`src/rtl/mm_pkg.sv`:
```
// Shared types and defaults for the matrix-multiply job scheduler.
// Holds the FSM state enumeration, precision/gap defaults and a helper.
package mm_pkg;

  localparam int MM_MAX_PREC = 8;
  localparam int MM_GAP_CYC  = 2;

  typedef enum logic [2:0] {
    S_IDLE,
    S_LOAD_ACT,
    S_LOAD_W,
    S_GAP,
    S_RUN,
    S_WAIT_DONE,
    S_RESULT
  } mm_state_e;

  function automatic logic prec_ok(
    input logic [3:0] p,
    input int         max_p
  );
    return (p != 4'd0) && (32'(p) <= 32'(max_p));
  endfunction

endpackage

```
`src/rtl/mm_sched_cnt.sv`:
```
// Loadable down-counter with terminal flag, shared by load/gap/run phases.
// Ports: clk, rst (sync, active-high), load_i/val_i load, tc_o when zero.
module mm_sched_cnt
  import mm_pkg::*;
#(
  parameter int W = 4
) (
  input  logic         clk,
  input  logic         rst,
  input  logic         load_i,
  input  logic [W-1:0] val_i,
  output logic         tc_o
);

  logic [W-1:0] cnt_q;
  logic [W-1:0] cnt_d;

  // Saturates at zero so an idle counter never wraps.
  always_comb begin
    cnt_d = cnt_q;
    if (load_i) begin
      cnt_d = val_i;
    end else if (cnt_q != '0) begin
      cnt_d = cnt_q - W'(1);
    end
  end

  always_ff @(posedge clk) begin
    if (rst) begin
      cnt_q <= '0;
    end else begin
      cnt_q <= cnt_d;
    end
  end

  assign tc_o = (cnt_q == '0);

endmodule

```
`src/rtl/mm_sched.sv`:
```
// Job scheduler for a bit-serial matrix-multiply array: loads activations,
// then weight bits, waits a gap, strobes the run and hands off results.
// Ports: clk/rst (sync, active-high); start/precision/exp_set job request;
// busy/err status; act_rd_* and w_rd_* buffer reads; wr_en_act/act_din and
// wr_en_w/w_din FIFO writes; active/precision_o/exp_set_o to the array;
// mm_done in; result_valid/result_ack handshake.
// Optional: MM_SCHED_WATCHDOG_EN adds a 16-bit WAIT_DONE watchdog.
module mm_sched
  import mm_pkg::*;
#(
  parameter int N         = 2,
  parameter int K         = 2,
  parameter int ACT_WIDTH = 16,
  parameter int MAX_PREC  = MM_MAX_PREC,
  parameter int GAP_CYC   = MM_GAP_CYC
) (
  input  logic                          clk,
  input  logic                          rst,
  input  logic                          start,
  input  logic [3:0]                    precision,
  input  logic [4:0]                    exp_set,
  output logic                          busy,
  output logic                          err,
  output logic                          act_rd_en,
  output logic [$clog2(K)-1:0]          act_rd_addr,
  input  logic [N*ACT_WIDTH-1:0]        act_rd_data,
  output logic                          w_rd_en,
  output logic [$clog2(K*MAX_PREC)-1:0] w_rd_addr,
  input  logic [N-1:0]                  w_rd_data,
  output logic                          wr_en_act,
  output logic [N*ACT_WIDTH-1:0]        act_din,
  output logic                          wr_en_w,
  output logic [N-1:0]                  w_din,
  output logic                          active,
  output logic [3:0]                    precision_o,
  output logic [4:0]                    exp_set_o,
  input  logic                          mm_done,
  output logic                          result_valid,
  input  logic                          result_ack
);

  localparam int AAW  = $clog2(K);
  localparam int WAW  = $clog2(K * MAX_PREC);
  localparam int CMAX = (K * MAX_PREC > GAP_CYC) ? K * MAX_PREC : GAP_CYC;
  localparam int CW   = $clog2(CMAX + 1);

  mm_state_e      state_q;
  logic           busy_q;
  logic           err_q;
  logic           act_rd_en_q;
  logic [AAW-1:0] act_addr_q;
  logic           w_rd_en_q;
  logic [WAW-1:0] w_addr_q;
  logic           wr_act_q;
  logic           wr_w_q;
  logic           active_q;
  logic [3:0]     prec_q;
  logic [4:0]     exp_q;
  logic           rv_q;

`ifdef MM_SCHED_WATCHDOG_EN
  logic [15:0]    wd_q;
`endif

  logic           start_ok;
  logic           cnt_ld;
  logic [CW-1:0]  cnt_val;
  logic [CW-1:0]  kp_m1;
  logic           cnt_tc;

  assign start_ok = start && prec_ok(precision, MAX_PREC);
  assign kp_m1    = CW'(K * 32'(prec_q) - 1);

  // Each phase loads its length minus one on the edge that enters it.
  always_comb begin
    cnt_ld  = 1'b0;
    cnt_val = '0;
    unique case (state_q)
      S_IDLE: begin
        if (start_ok) begin
          cnt_ld  = 1'b1;
          cnt_val = CW'(K - 1);
        end
      end
      S_LOAD_ACT: begin
        if (cnt_tc) begin
          cnt_ld  = 1'b1;
          cnt_val = kp_m1;
        end
      end
      S_LOAD_W: begin
        // GAP also spans the cycle of the trailing weight write.
        if (cnt_tc) begin
          cnt_ld  = 1'b1;
          cnt_val = CW'(GAP_CYC);
        end
      end
      S_GAP: begin
        if (cnt_tc) begin
          cnt_ld  = 1'b1;
          cnt_val = kp_m1;
        end
      end
      default: begin
        cnt_ld  = 1'b0;
      end
    endcase
  end

  mm_sched_cnt #(
    .W (CW)
  ) u_cnt (
    .clk    (clk),
    .rst    (rst),
    .load_i (cnt_ld),
    .val_i  (cnt_val),
    .tc_o   (cnt_tc)
  );

  always_ff @(posedge clk) begin
    if (rst) begin
      state_q     <= S_IDLE;
      busy_q      <= 1'b0;
      err_q       <= 1'b0;
      act_rd_en_q <= 1'b0;
      act_addr_q  <= '0;
      w_rd_en_q   <= 1'b0;
      w_addr_q    <= '0;
      wr_act_q    <= 1'b0;
      wr_w_q      <= 1'b0;
      active_q    <= 1'b0;
      prec_q      <= '0;
      exp_q       <= '0;
      rv_q        <= 1'b0;
`ifdef MM_SCHED_WATCHDOG_EN
      wd_q        <= '0;
`endif
    end else begin
      err_q    <= 1'b0;
      // FIFO writes trail the buffer reads by the buffer latency.
      wr_act_q <= act_rd_en_q;
      wr_w_q   <= w_rd_en_q;
      unique case (state_q)
        S_IDLE: begin
          if (start_ok) begin
            state_q     <= S_LOAD_ACT;
            busy_q      <= 1'b1;
            prec_q      <= precision;
            exp_q       <= exp_set;
            act_rd_en_q <= 1'b1;
            act_addr_q  <= '0;
          end else if (start) begin
            err_q <= 1'b1;
          end
        end
        S_LOAD_ACT: begin
          if (cnt_tc) begin
            state_q     <= S_LOAD_W;
            act_rd_en_q <= 1'b0;
            act_addr_q  <= '0;
            w_rd_en_q   <= 1'b1;
            w_addr_q    <= '0;
          end else begin
            act_addr_q <= act_addr_q + AAW'(1);
          end
        end
        S_LOAD_W: begin
          if (cnt_tc) begin
            state_q   <= S_GAP;
            w_rd_en_q <= 1'b0;
            w_addr_q  <= '0;
          end else begin
            w_addr_q <= w_addr_q + WAW'(1);
          end
        end
        S_GAP: begin
          if (cnt_tc) begin
            state_q  <= S_RUN;
            active_q <= 1'b1;
          end
        end
        S_RUN: begin
          if (cnt_tc) begin
            state_q  <= S_WAIT_DONE;
            active_q <= 1'b0;
`ifdef MM_SCHED_WATCHDOG_EN
            // Value equals WAIT_DONE cycles elapsed, current one included.
            wd_q     <= 16'd1;
`endif
          end
        end
        S_WAIT_DONE: begin
          if (mm_done) begin
            state_q <= S_RESULT;
            rv_q    <= 1'b1;
          end
`ifdef MM_SCHED_WATCHDOG_EN
          else if (wd_q == 16'hFFFF) begin
            state_q <= S_IDLE;
            busy_q  <= 1'b0;
            err_q   <= 1'b1;
          end else begin
            wd_q <= wd_q + 16'd1;
          end
`endif
        end
        S_RESULT: begin
          if (result_ack) begin
            state_q <= S_IDLE;
            busy_q  <= 1'b0;
            rv_q    <= 1'b0;
          end
        end
        default: begin
          state_q <= S_IDLE;
        end
      endcase
    end
  end

  assign busy         = busy_q;
  assign err          = err_q;
  assign act_rd_en    = act_rd_en_q;
  assign act_rd_addr  = act_addr_q;
  assign w_rd_en      = w_rd_en_q;
  assign w_rd_addr    = w_addr_q;
  assign wr_en_act    = wr_act_q;
  assign wr_en_w      = wr_w_q;
  assign act_din      = wr_act_q ? act_rd_data : '0;
  assign w_din        = wr_w_q ? w_rd_data : '0;
  assign active       = active_q;
  assign precision_o  = prec_q;
  assign exp_set_o    = exp_q;
  assign result_valid = rv_q;

endmodule

```
`config.mk`:
```
export PLATFORM = sky130hd
export DESIGN_NAME = mm_sched
export DESIGN_NICKNAME = d
export VERILOG_FILES = /design/src/rtl/mm_pkg.sv /design/src/rtl/mm_sched_cnt.sv /design/src/rtl/mm_sched.sv
export SDC_FILE = /design/constraint.sdc
export NUM_CORES = 1
export LEC_CHECK = 0
export CELL_PAD_IN_SITES_DETAIL_PLACEMENT = 2
export CELL_PAD_IN_SITES_GLOBAL_PLACEMENT = 2
export CORE_MARGIN = 5
export CORE_UTILIZATION = 21
export CTS_BUF_LIST = sky130_fd_sc_hd__clkbuf_4 sky130_fd_sc_hd__clkbuf_8 sky130_fd_sc_hd__clkbuf_16
export CTS_CLUSTER_DIAMETER = 40
export DETAILED_ROUTE_END_ITERATION = 8
export PLACE_DENSITY = 0.85
export SYNTH_ARGS = -nofsm -noshare
export SYNTH_HDL_FRONTEND = slang
export SYNTH_SLANG_ARGS = --single-unit
export TNS_END_PERCENT = 30
```
`constraint.sdc`:
```
create_clock -name clk -period 5.3 [get_ports clk]
set_input_delay 0.795 -clock clk [delete_from_list [all_inputs] [get_ports clk]]
set_output_delay 0.795 -clock clk [all_outputs]
set_load 0.02 [all_outputs]
```
After elaboration in Yosys (flattened, before gate mapping):

Index checks and enable logic that the tools add are counted.

* add/sub/neg operators: 4
* magnitude comparators: 1
* equal/unequal tests: 13
* muxes and demuxes: 36
* bitwise logic cells: 1
* reduce and logical (&&, ||, !) cells: 24

Operators with widths (count)
* $mux 32: 1
* $mux 3: 7
* $pmux 3 s7: 1
* $mux 5: 3
* $pmux 5 s3: 1
* $reduce_and 3->1: 5
* $ne 2x2->1 const B: 7
* $pmux 1 s2: 7
* $reduce_bool 2->1: 6
* $mux 1: 11
* $sub 5x1->5 const B: 2
* $eq 3x3->1 const B: 3
* $mux 4: 2
* $pmux 4 s2: 1
* $reduce_and 7->1: 1
* $eq 3x2->1 const B: 2
* $reduce_and 2->1: 3
* $reduce_or 3->1: 2
* $logic_not 5->1: 1
* $reduce_bool 5->1: 1
* $add 4x1->4 const B: 1
* $le 4x4->1 const B: 1
* $mux 2: 2
* $reduce_bool 4->1: 1
* 6 further kinds: 7

* register bits after elaboration: 30
* input port bits: 48
* output and inout bits: 56
* logic and storage cells: 93

Longest topological paths before layout:

* depth in word-level cells: 6
* depth in mapped cells: 7
* depth with buffers taken out: 6

Cells and area by module:

Synthesis repeated with hierarchy kept, for this count alone.

* cell total of the unflattened synthesis: 214
* area, all modules: 1779.2 um^2

By module, submodules not included
* mm_sched: times used 1, cells an instance 182, area each 1491.4 um^2, seq. area each 500.5 um^2
* mm_sched_cnt: times used 1, cells an instance 32, area each 287.8 um^2, seq. area each 100.1 um^2

Worst setup path before layout:

OpenSTA, ideal clock, no wires.

* kind: in2reg
* start point: in precision[0]
* end point: reg prec_q[0] (netlist: precision_o[0])
* library setup time: 0.128 ns
* arrival: 1.878 ns
* required time: 5.172 ns
* path slack: 3.294 ns
* stages on the path: 5
* buffers on the path: 1
* cells stage by stage: or4_4 nand4_4 buf_6 mux2i_1 nor2_1

* word-level cells in the longest chain between the ends: 4
* elaborated cells between the ends (all ways): 5
* classes of those cells: 1 x order compare; 4 x reduce/logical

Ends and longest elaborated chain
* start: declaration: RTL line mm_sched.sv:20 `input logic [3:0] precision,`
* $le 4x4->1 or $reduce_bool 4->1 (tied branches): RTL line mm_pkg.sv:22 `return (p != 4'd0) && (32'(p) <= 32'(max_p));`
* $logic_and 1x1->1: RTL line mm_pkg.sv:22
* $logic_and 1x1->1: RTL line mm_sched.sv:71 `assign start_ok = start && prec_ok(precision, MAX_PREC);`
* $reduce_and 2->1 (no source line)
* end signal: assignment: RTL line mm_sched.sv:148 `prec_q <= precision;`
* end: declaration: RTL line mm_sched.sv:57 `logic [3:0] prec_q;`

Parallel ways exist; a longest one is shown, timed or not.
A chain may end at the register's enable or synchronous reset.

Worst setup path in the final report:

* start point: in act_rd_data[27]
* end point: out act_din[27]

* word-level cells in the longest chain between the ends: 1

Ends and longest elaborated chain
* start: declaration: RTL line mm_sched.sv:26 `input logic [N*ACT_WIDTH-1:0] act_rd_data,`
* $mux 32: RTL line mm_sched.sv:229 `assign act_din = wr_act_q ? act_rd_data : '0;`
* end: declaration: RTL line mm_sched.sv:31 `output logic [N*ACT_WIDTH-1:0] act_din,`

Every way passes these cells.

==> impl_metrics.yaml <==
hold_path:
  min_path_type: "register to register"
  whs_path_depth: 1
  worstHoldEndpoint: "wr_en_act"
  hold_start: "act_rd_en"
detailed_routing:
  antenna_left: 0
  drc_errors: 0
  vias: 1839
  firstDrtPassIters: 3
  detail_route.wl_per_cell_um: 15.2
  viasPerCell: 4.56
  routed_wl_mm: 6.11
  drtIter0Drc: 33
yosys:
  ys_seq_elements: 30
  synthTopCellsByArea: "dfxtp_1 (36%), and2_1 (13%), mux2i_1 (6.0%), nor2_1 (4.5%), a21oi_1 (3.6%)"
  synth_area_um2: 1680
  synth_most_common_cell: "and2_1"
  synth_edf_count: 0
  synth_cell_type_count: 38
  ys_seq_area_share_pct: 35.7
  synth_common_cells: "and2_1 (34), dfxtp_1 (30), nor2_1 (20)"
  synth_top_area_share_pct: 35.7
  synth_fp_nets: 252
  syn_area_per_cell_um2: 8.37
  yosysWarnings: 0
  netlist_instances: 201
  synth_flop_cell: "dfxtp_1"
  async_reset_ff_share_pct: 0
  synth_top_area_cell: "dfxtp_1"
timing:
  max_freq_ghz: 0.356
  period_share_pct: 53.0
  setup_viol: 0
  hold_viol_final: 0
  tightest_slew_ns: 0.764
  finalMaxSlewViolations: 0
  relSlewSlack_pct: 49.0
  period_minus_slack_ns: 2.81
  setup_ws_ns: 2.49
  rsz0062_at_grt: "false"
  fin_skew_ns: 0.00750
  setup-tns-final_ns: 0
cells_and_area:
  drive_gt1_share_pct: 5.65
  fin_area_um2: 2870
  area_growth_syn_to_layout_pct: 70.8
  n_antenna_cell: 0
  utilization_pct: 37.0
  nets: 351
cts:
  root_buffer: "clkbuf_8"
  numClockSinks: 30
  cts_tree: "yes"
  worst_skew_pair.late_latency_ns: 0.28
  cts_hold_buf: 0
  cts_resized: 0
  clkTransAtPathRegs_ns: 0.06
  clockBufferDepth: 2
  cts_setup_buffers: 0
  htree_levels: 2
  cts_buffers: 5
global_route:
  grt_pass1_wl_mm: 9.98
  grt_start_max_net_pins: 34
  grt-ovfl-total: 0
  grt_pass1_vias: 1979
  track_usage_pct: 12.5
  antenna_found_initial: 0
critical_path:
  crit_arrival_ns: 2.01
  cp.required_ns: 4.51
  max_stage_delay_ns: 0.61
  path_class: "primary input to output port"
  cp-end-kind: "output port"
  crit_fanout: 1
  reg2reg_depth: 7
  r2r_end: "w_rd_addr[2]"
  cp_top_family: "buffers and inverters"
  cp_common_cell: "clkdlybuf4s50_1"
  crit_buf_inv: 2
  critPathLaunchType: "primary input"
  r2r_setup_slack_ns: 3.13
  crit_slowest_cell: "clkdlybuf4s50_1"
  rr_startpoint: "u_cnt.cnt_q[0]"
  path_cells: "clkdlybuf4s50_1, and2_1, clkdlybuf4s50_1"
  startpoint: "act_rd_data[27]"
pwr:
  ir_worst_vdd_mv: 0.148
  power.leakage_uw: 0.00108
  powerDensity_nw_per_um2: 324
  power.total_uw: 929
die:
  placeableCoreArea_um2: 7770
  rows: 32
  start_util_pct: 21.6
  io_pins: 104
  die_h_um: 99.5
  die_w_um: 99.5
  dieArea_um2: 9900
placement:
  dpl_worst_slack_ns: 2.47
  hpwl_mm: 4.90
  gp_congestion: 0.783
  placed_cell_area_um2: 2780
  port_buffers: 103
run_status:
  status: "completed"
run:
  cap_violations: 0
-- layout by cell type, fill, tap and decap left out, types with 2 or more instances in the layout --
cell type / count
nor2_1: 20
nor3_1: 7
a21oi_1: 12
o21ai_0: 11
mux2i_1: 10
buf_4: 2
o31ai_1: 2
nand2b_1: 3
a22oi_1: 2
inv_1: 6
dfxtp_1: 30
nand2_1: 12
a32oi_1: 2
and2_1: 34
clkdlybuf4s50_1: 103
nor2b_1: 3
or3_1: 2
ha_1: 3
a211oi_1: 3
clkbuf_8: 6
nand3_1: 4
xor2_1: 4
a31oi_1: 3
-- per-stage QoR --
step	std cells	hold slack, ns
after floorplan	201	0.519
after global placement	395	0.473
after detailed placement	395	0.487
after CTS	403	0.492
after global routing	403	0.522
final	403	0.486
-- registers in the layout, summed over array words and instances (netlist names), 3 cells and up --
name / flops
precision_o: 4
exp_set_o: 5
w_rd_addr: 4
u_cnt.cnt_q: 5
state_q: 3
-- cell type report --
type / count / area, um^2
sequential: 30 / 601
inverter: 7 / 26.3
timing repair buffer: 105 / 1050
fill: 871 / 4900
tap: 102 / 128
clock inverter: 1 / 5.00
multi-input combinational: 151 / 976
clock buffer: 7 / 90.1
-- logic make-up after synthesis --
group           synth area share, %
flops                          35.7
mux                            5.95
compound gates                 16.2
simple gates                   31.0
xor+xnor                       2.60
buf+inv                        6.25
fa+ha+maj                      2.23
-- worst max-delay path by stage --
| stage | end | cells after the start |
|---|---|---|
| 2_1_floorplan | precision_o[0] | 5 |
| 4_1_cts | act_din[26] | 3 |
| 3_3_place_gp | act_din[26] | 3 |
| 5_1_grt | act_din[10] | 2 |
| 3_5_place_dp | act_din[26] | 3 |
| 6_report | act_din[27] | 3 |
-- per-layer routing --
| layer | up-vias | GRT usage (%) | part of all wire (%) |
|---|---|---|---|
| li1 | 888 | - | - |
| met4 | 0 | 3.47 | 1.1 |
| met3 | 6 | 2.88 | 7.5 |
| met2 | 84 | 21.8 | 47 |
| met5 | - | 0 | 0 |
| met1 | 861 | 15.2 | 44 |
-- report_power, final --
group          internal (uW)  switching [uW]
combinational            200             216
sequential               262            53.5
clock                    110            87.9
No activity file was read; power rests on OpenSTA's default activity.
